--- config.mk ---
export PLATFORM = sky130hd
export DESIGN_NAME = vga_grid_renderer
export DESIGN_NICKNAME = d
export VERILOG_FILES = /design/src/rtl/vga_grid_renderer.sv
export SDC_FILE = /design/constraint.sdc
export NUM_CORES = 1
export LEC_CHECK = 0
export ABC_AREA = 1
export ABC_CLOCK_PERIOD_IN_PS = 4600
export CAP_MARGIN = 20
export CORE_ASPECT_RATIO = 0.6
export CORE_MARGIN = 2
export CORE_UTILIZATION = 53
export CTS_CLUSTER_SIZE = 12
export DETAILED_ROUTE_END_ITERATION = 10
export HOLD_SLACK_MARGIN = 0.15
export PLACE_DENSITY_LB_ADDON = 0.2
export SYNTH_ARGS = -nofsm -noshare
export SYNTH_HDL_FRONTEND = slang
export SYNTH_SLANG_ARGS = --single-unit
export TNS_END_PERCENT = 50
--- constraint.sdc ---
create_clock -name clk -period 4.6 [get_ports clk]
set_input_delay 0.92 -clock clk [delete_from_list [all_inputs] [get_ports clk]]
set_output_delay 0.92 -clock clk [all_outputs]
set_load 0.03 [all_outputs]
--- src/rtl/vga_grid_renderer.sv ---
// VGA timing generator that renders a frame-latched cell map as a bordered grid
// with a blinking cursor; two-stage pipeline from pixel counters to colour.
module vga_grid_renderer #(
  parameter int GRID_W_MAX   = 16,
  parameter int GRID_H_MAX   = 16,
  parameter int BORDER       = 1,
  parameter int BLINK_FRAMES = 30,
  parameter int CW           = 12,
  localparam int GW_W  = $clog2(GRID_W_MAX + 1),
  localparam int GH_W  = $clog2(GRID_H_MAX + 1),
  localparam int CX_W  = $clog2(GRID_W_MAX),
  localparam int CY_W  = $clog2(GRID_H_MAX),
  localparam int MAP_N = GRID_W_MAX * GRID_H_MAX
) (
  input  logic             clk,
  input  logic             reset_n,
  input  logic [CW-1:0]    h_total,
  input  logic [CW-1:0]    h_sync,
  input  logic [CW-1:0]    h_start,
  input  logic [CW-1:0]    h_end,
  input  logic [CW-1:0]    v_total,
  input  logic [CW-1:0]    v_sync,
  input  logic [CW-1:0]    v_start,
  input  logic [CW-1:0]    v_end,
  input  logic [CW-1:0]    cell_w,
  input  logic [CW-1:0]    cell_h,
  input  logic [GW_W-1:0]  grid_w,
  input  logic [GH_W-1:0]  grid_h,
  input  logic [MAP_N-1:0] cell_map,
  input  logic [CX_W-1:0]  cursor_x,
  input  logic [CY_W-1:0]  cursor_y,
  output logic             frame_start,
  output logic             vga_hs,
  output logic             vga_vs,
  output logic             vga_de,
  output logic [7:0]       vga_r,
  output logic [7:0]       vga_g,
  output logic [7:0]       vga_b
);

  localparam int IDX_W = $clog2(MAP_N);
  localparam int BC_W  = (BLINK_FRAMES > 1) ? $clog2(BLINK_FRAMES) : 1;

  localparam logic [23:0] COL_BLACK  = 24'h000000;
  localparam logic [23:0] COL_FRAME  = 24'h32D8E0;
  localparam logic [23:0] COL_OUT    = 24'hFFFFFF;
  localparam logic [23:0] COL_CURSOR = 24'hFF5C39;
  localparam logic [23:0] COL_ALIVE  = 24'h12AFAF;

  localparam logic [MAP_N-1:0] MAP_ONE = MAP_N'(1);

  typedef struct packed {
    logic [MAP_N-1:0] map;
    logic [CX_W-1:0]  cur_x;
    logic [CY_W-1:0]  cur_y;
    logic [GW_W-1:0]  grid_w;
    logic [GH_W-1:0]  grid_h;
    logic [CW-1:0]    cell_w;
    logic [CW-1:0]    cell_h;
    logic             vis;
  } snap_t;

  typedef struct packed {
    logic fs;
    logic hs;
    logic vs;
    logic de;
    logic win;
    logic is_out;
    logic edge_px;
    logic cursor;
    logic alive;
  } pix_t;

  localparam pix_t PIX_RESET = '{fs: 1'b0, hs: 1'b1, vs: 1'b1, de: 1'b0, win: 1'b0,
                                 is_out: 1'b0, edge_px: 1'b0, cursor: 1'b0, alive: 1'b0};

  logic [CW-1:0]   h_count_q, h_count_d;
  logic [CW-1:0]   v_count_q, v_count_d;
  snap_t           snap_q, snap_d;
  logic [BC_W-1:0] blink_cnt_q, blink_cnt_d;
  logic            blink_hide_q, blink_hide_d;
  logic [CW-1:0]   px_x_q, px_x_d;
  logic [CW-1:0]   py_q, py_d;
  logic [GW_W-1:0] cell_x_q, cell_x_d;
  logic [GH_W-1:0] cell_y_q, cell_y_d;
  pix_t            s1_q, s1_d;
  logic [23:0]     rgb_q, rgb_d;
  logic            hs_q, hs_d;
  logic            vs_q, vs_d;
  logic            de_q, de_d;
  logic            fs_q, fs_d;

  logic             hs_raw, vs_raw, h_act, v_act, de_raw;
  logic             frame_top, line_end;
  logic [CW-1:0]    px_cur, py_cur;
  logic [GW_W-1:0]  cx_cur;
  logic [GH_W-1:0]  cy_cur;
  logic             in_grid, edge_x, edge_y, win_raw, cursor_raw, alive_raw;
  logic [IDX_W-1:0] map_idx;

  always_comb begin
    h_count_d = h_count_q + 1'b1;
    v_count_d = v_count_q;
    if (h_count_q >= h_total) begin
      h_count_d = '0;
      v_count_d = (v_count_q >= v_total) ? '0 : v_count_q + 1'b1;
    end
  end

  always_comb begin
    hs_raw    = (h_count_q >= h_sync) && (h_count_q != h_total);
    vs_raw    = (v_count_q >= v_sync) && (v_count_q != v_total);
    h_act     = (h_count_q >= h_start) && (h_count_q < h_end);
    v_act     = (v_count_q >= v_start) && (v_count_q < v_end);
    de_raw    = h_act && v_act;
    frame_top = (h_count_q == '0) && (v_count_q == '0);
    line_end  = (h_count_q >= h_total);
  end

  // The blink phase is captured with the pre-update value so frame N shows phase N.
  always_comb begin
    snap_d       = snap_q;
    blink_cnt_d  = blink_cnt_q;
    blink_hide_d = blink_hide_q;
    if (frame_top) begin
      snap_d.map    = cell_map;
      snap_d.cur_x  = cursor_x;
      snap_d.cur_y  = cursor_y;
      snap_d.grid_w = grid_w;
      snap_d.grid_h = grid_h;
      snap_d.cell_w = cell_w;
      snap_d.cell_h = cell_h;
      snap_d.vis    = ~blink_hide_q;
      if (BLINK_FRAMES > 0) begin
        if (blink_cnt_q == BC_W'(BLINK_FRAMES - 1)) begin
          blink_cnt_d  = '0;
          blink_hide_d = ~blink_hide_q;
        end else begin
          blink_cnt_d = blink_cnt_q + 1'b1;
        end
      end
    end
  end

  // Position inside the cell is counted, not divided; the registers hold the
  // value for the next pixel and are forced to zero at the start of the area.
  always_comb begin
    px_cur   = (h_count_q == h_start) ? '0 : px_x_q;
    cx_cur   = (h_count_q == h_start) ? '0 : cell_x_q;
    py_cur   = (v_count_q == v_start) ? '0 : py_q;
    cy_cur   = (v_count_q == v_start) ? '0 : cell_y_q;
    px_x_d   = px_cur;
    cell_x_d = cx_cur;
    py_d     = py_cur;
    cell_y_d = cy_cur;
    if (h_act) begin
      if (px_cur == snap_q.cell_w - 1'b1) begin
        px_x_d   = '0;
        cell_x_d = (cx_cur == GW_W'(GRID_W_MAX)) ? cx_cur : cx_cur + 1'b1;
      end else begin
        px_x_d = px_cur + 1'b1;
      end
    end
    if (line_end && v_act) begin
      if (py_cur == snap_q.cell_h - 1'b1) begin
        py_d     = '0;
        cell_y_d = (cy_cur == GH_W'(GRID_H_MAX)) ? cy_cur : cy_cur + 1'b1;
      end else begin
        py_d = py_cur + 1'b1;
      end
    end
  end

  always_comb begin
    in_grid    = (cx_cur < snap_q.grid_w) && (cy_cur < snap_q.grid_h);
    edge_x     = (snap_q.cell_w <= CW'(2 * BORDER)) || (px_cur < CW'(BORDER)) ||
                 (px_cur >= snap_q.cell_w - CW'(BORDER));
    edge_y     = (snap_q.cell_h <= CW'(2 * BORDER)) || (py_cur < CW'(BORDER)) ||
                 (py_cur >= snap_q.cell_h - CW'(BORDER));
    win_raw    = (h_count_q == h_start) || (h_count_q == h_end - 1'b1) ||
                 (v_count_q == v_start) || (v_count_q == v_end - 1'b1);
    cursor_raw = (cx_cur == GW_W'(snap_q.cur_x)) && (cy_cur == GH_W'(snap_q.cur_y)) &&
                 snap_q.vis;
    map_idx    = IDX_W'(cy_cur) * IDX_W'(GRID_W_MAX) + IDX_W'(cx_cur);
    alive_raw  = |(snap_q.map & (MAP_ONE << map_idx));

    s1_d.fs      = frame_top;
    s1_d.hs      = hs_raw;
    s1_d.vs      = vs_raw;
    s1_d.de      = de_raw;
    s1_d.win     = win_raw;
    s1_d.is_out  = ~in_grid;
    s1_d.edge_px = edge_x || edge_y;
    s1_d.cursor  = cursor_raw;
    s1_d.alive   = alive_raw;
  end

  always_comb begin
    rgb_d = COL_BLACK;
    if (!s1_q.de) begin
      rgb_d = COL_BLACK;
    end else if (s1_q.win) begin
      rgb_d = COL_FRAME;
    end else if (s1_q.is_out) begin
      rgb_d = COL_OUT;
    end else if (s1_q.edge_px && s1_q.cursor) begin
      rgb_d = COL_CURSOR;
    end else if (s1_q.edge_px) begin
      rgb_d = COL_FRAME;
    end else if (s1_q.alive) begin
      rgb_d = COL_ALIVE;
    end
    hs_d = s1_q.hs;
    vs_d = s1_q.vs;
    de_d = s1_q.de;
    fs_d = s1_q.fs;
  end

  always_ff @(posedge clk) begin
    if (!reset_n) begin
      h_count_q    <= '0;
      v_count_q    <= '0;
      snap_q       <= '0;
      blink_cnt_q  <= '0;
      blink_hide_q <= 1'b0;
      px_x_q       <= '0;
      py_q         <= '0;
      cell_x_q     <= '0;
      cell_y_q     <= '0;
      s1_q         <= PIX_RESET;
      rgb_q        <= COL_BLACK;
      hs_q         <= 1'b1;
      vs_q         <= 1'b1;
      de_q         <= 1'b0;
      fs_q         <= 1'b0;
    end else begin
      h_count_q    <= h_count_d;
      v_count_q    <= v_count_d;
      snap_q       <= snap_d;
      blink_cnt_q  <= blink_cnt_d;
      blink_hide_q <= blink_hide_d;
      px_x_q       <= px_x_d;
      py_q         <= py_d;
      cell_x_q     <= cell_x_d;
      cell_y_q     <= cell_y_d;
      s1_q         <= s1_d;
      rgb_q        <= rgb_d;
      hs_q         <= hs_d;
      vs_q         <= vs_d;
      de_q         <= de_d;
      fs_q         <= fs_d;
    end
  end

  assign frame_start = fs_q;
  assign vga_hs      = hs_q;
  assign vga_vs      = vs_q;
  assign vga_de      = de_q;
  assign vga_r       = rgb_q[23:16];
  assign vga_g       = rgb_q[15:8];
  assign vga_b       = rgb_q[7:0];

endmodule

==> impl_metrics.py, run 1 <==
metrics = {
    "sta": {
        "setup_slack_ps": 197,
        "period_needed_ps": 4400,
        "skew_ps": 12.5,
        "fin_crit_sh_pct": 95.7,
        "rsz0062_at_grt": "no",
        "hold_violations": 0,
        "tightest_slew_ps": 975,
        "relSlewSlack_pct": 35.0,
        "fin_setup_tns_ps": 0,
        "report.final.slew_viol_count": 0,
        "fmax_mhz": 227,
        "finalSetupViolations": 0,
    },
    "synthesis": {
        "synthFlopType": "dfxtp_1",
        "synth_cell_types": 52,
        "synth_edf_count": 0,
        "synth.cell_area_um2": 21700,
        "synth_cells": 3092,
        "synthTopCellsByArea": "dfxtp_1 (35%), nor2_1 (12%), ha_1 (8.6%), o21ai_0 (8.4%), nand2_1 (5.8%)",
        "yosys.area.top_type": "dfxtp_1",
        "ys_ff_latch": 383,
        "synth_warnings": 0,
        "synthDominantCellAreaShare_pct": 35.4,
        "synthTopCellsByCount": "nor2_1 (697), dfxtp_1 (383), o21ai_0 (362), nand2_1 (332), inv_1 (277)",
        "avgSynthCellArea_um2": 7.01,
        "synth_most_common_cell": "nor2_1",
        "synthArstFlopShare_pct": 0,
        "syn-num-nets": 3637,
        "synth_seq_area_share_pct": 35.4,
    },
    "placed_design": {
        "port_buffers": 423,
        "place_area_um2": 26700,
        "gp_congestion": 1.03,
        "dpl.hpwl_um": 70200,
        "post-place-ws_ps": -220,
    },
    "global_routing": {
        "grtUsageMet2_pct": 54.8,
        "grt_pass1_wl_um": 133000,
        "grt_max_degree": 153,
        "grt-ovfl-total": 0,
        "grt_usage_pct": 41.4,
        "antenna_found_initial": 9,
        "top_usage_layer": "met1",
        "grt_util_met1_pct": 61.2,
        "grtUsageMet3_pct": 16.8,
        "grt_pass1_vias": 21900,
    },
    "die": {
        "initial_core_util_pct": 53.7,
        "die_x_um": 265,
        "die_h_um": 161,
        "num_rows": 57,
        "die_area_um2": 42600,
        "boundaryPins": 424,
        "fp.coreArea_um2": 40400,
    },
    "worst_setup_path": {
        "worst_ep_required_time_ps": 5080,
        "worst-setup-path-type": "in2reg",
        "crit_fanout": 25,
        "arrival_ps": 4880,
        "worst_setup_path_end_kind": "flop",
        "startpoint_type": "input port",
    },
    "cells_and_area": {
        "syn_to_final_growth_pct": 29.0,
        "fin_area_um2": 27900,
        "final_nets": 4043,
        "fillerInstances": 3230,
        "drive_above_1_share_pct": 6.60,
        "post-route-util_pct": 69.2,
    },
    "detailed_routing": {
        "vias_per_cell": 5.93,
        "drc": 0,
        "first_iter_violations": 3625,
        "wl_um": 90100,
        "vias": 24000,
        "avgRoutedWirePerCell_um": 22.2,
        "first_pass_iters": 6,
        "drtAntennaViolNets": 0,
    },
    "clock_network": {
        "cts.sinks": 383,
        "root_buffer": "clkbuf_16",
        "cts_tree": "built",
        "numCtsBuffers": 40,
        "path_clk_slew_ps": 70,
        "clk_latency_ps": 540,
        "post-cts-setup-buffer-count": 0,
        "cts-htree-levels": 2,
        "cts_buffer_depth": 3,
    },
    "run_status": {
        "status": "complete, no violations",
    },
    "worst_hold_path": {
        "hp-class": "reg2reg",
    },
    "pwr": {
        "p_per_area_nw_per_um2": 323,
        "power_w": 0.00902,
        "leakage_nw": 12.4,
        "vdd_drop_max_mv": 0.300,
    },
    "flow_run": {
        "drv_cap": 0,
    },
}
-- path summary, 6_finish.rpt --
path	end	slack [ps]	from	cells past startpoint
max	s1_q[0]$_SDFF_PN0_	200	h_start[3]	22
min reg2reg	vga_hs$_SDFF_PN1_	440	hs_d$_SDFF_PN1_	1
min	vga_hs$_SDFF_PN1_	440	hs_d$_SDFF_PN1_	1
max reg2reg	s1_q[0]$_SDFF_PN0_	580	h_count_q[3]$_SDFF_PP0_	20
-- what timing repair did --
| item | in CTS | in global routing |
|---|---|---|
| hold endpoints to repair | 0 | 0 |
| endpoints found under the setup margin | 0 | 1 |
| hold buffers | 0 | 0 |
| gates resized for setup | 0 | 1 |
-- metal layers --
metal | vias to the layer above | share of wire (%)
met4 | 4 | 2.6
met1 | 11200 | 44
li1 | 11100 | -
met5 | - | 0.019
met2 | 1516 | 38
met3 | 179 | 16
-- cells by family after synthesis --
group | after synthesis | synth area share [%]
flip-flops | 383 | 35.4
AO/OA/AOI/OAI | 606 | 14.8
buffers and inverters | 463 | 9.03
AND/OR/NAND/NOR | 1427 | 29.6
XOR/XNOR | 64 | 2.59
adder cells (fa/ha/maj) | 149 | 8.61
-- stage by stage --
step           hold slack (ps)  std cells
6_report                   439       4052
5_1_grt                    433       4050
4_1_cts                    432       4045
2_1_floorplan              390       3092
3_5_place_dp               417       3987
3_3_place_gp               397       3987
-- report_power, final --
| group | internal, W | total (W) | switching [W] | leakage (nW) |
|---|---|---|---|---|
| combinational | 0.000716 | 0.00178 | 0.00107 | 8.64 |
| clock | 0.00182 | 0.00318 | 0.00136 | 0.592 |
| sequential | 0.00372 | 0.00406 | 0.000345 | 3.17 |
-- cell type report --
class	count	area (um^2)	share of cell area, %
flip-flops and latches	383	7670	27.4
repair buffers	543	5250	18.8
diodes	7	17.5	0.0627
inverters	284	1080	3.85
clock buffers	53	1130	4.05
multi-input cells	2246	12100	43.2
well taps	531	664	2.38
clock inverters	5	77.6	0.278
-- worst max-delay path, cell delays in order --
cell and delay, ps:
clkdlybuf4s50_1 460, inv_1 40, ha_1 280, nand2_1 70
nor2_1 230, nand3_4 170, nand2_1 150, inv_1 70
ha_1 220, ha_2 190, inv_1 80, nand2_1 70
nand2_2 310, buf_4 410, nand3_1 210, o21ai_0 490
nor2_1 110, nand2_1 90, nor2_1 60, nand3_1 80
nor2_1 50, nor2_1 100
-- sequential cells by signal, indices dropped and copies added, names as in the netlist --
register,flops
blink_cnt_q,5
blink_hide_q,1
cell_x_q,5
cell_y_q,5
de_d,1
frame_start,1
fs_d,1
h_count_q,12
hs_d,1
px_x_q,12
py_q,12
rgb_q,7
s1_q,5
snap_q,299
v_count_q,12
vga_de,1
vga_hs,1
vga_vs,1
vs_d,1
-- placed cells by master, fill, tap and decap left out, drive strengths merged, types with 4 or more instances in the layout --
master / netlist / final
nor2: 704 / 704
clkdlybuf4s50: 0 / 422
dfxtp: 383 / 383
o21ai: 374 / 374
nand2: 339 / 339
inv: 282 / 283
nand4: 187 / 187
a21oi: 165 / 165
ha: 149 / 149
buf: 85 / 120
nand3: 118 / 118
nor3: 55 / 55
clkbuf: 94 / 54
xor2: 51 / 51
xnor2: 13 / 13
nor4: 12 / 12
a211oi: 12 / 12
o21a: 11 / 11
o211ai: 8 / 8
diode: 0 / 7
a31oi: 6 / 6
o31ai: 5 / 5
nor3b: 5 / 5
o22ai: 5 / 5
and3: 4 / 4
a21boi: 4 / 4
Note: power is estimated with default switching activity, not from simulation.
==> inputs of run 2 (changes only) <==
--- a/config.mk
+++ b/config.mk
@@ -7,7 +7,6 @@
 export LEC_CHECK = 0
 export ABC_AREA = 1
 export ABC_CLOCK_PERIOD_IN_PS = 4600
-export CAP_MARGIN = 20
 export CORE_ASPECT_RATIO = 0.6
 export CORE_MARGIN = 2
 export CORE_UTILIZATION = 53
==> results of run 2 <==
No change in the layout: final DEF, timing and power equal those of run 1.
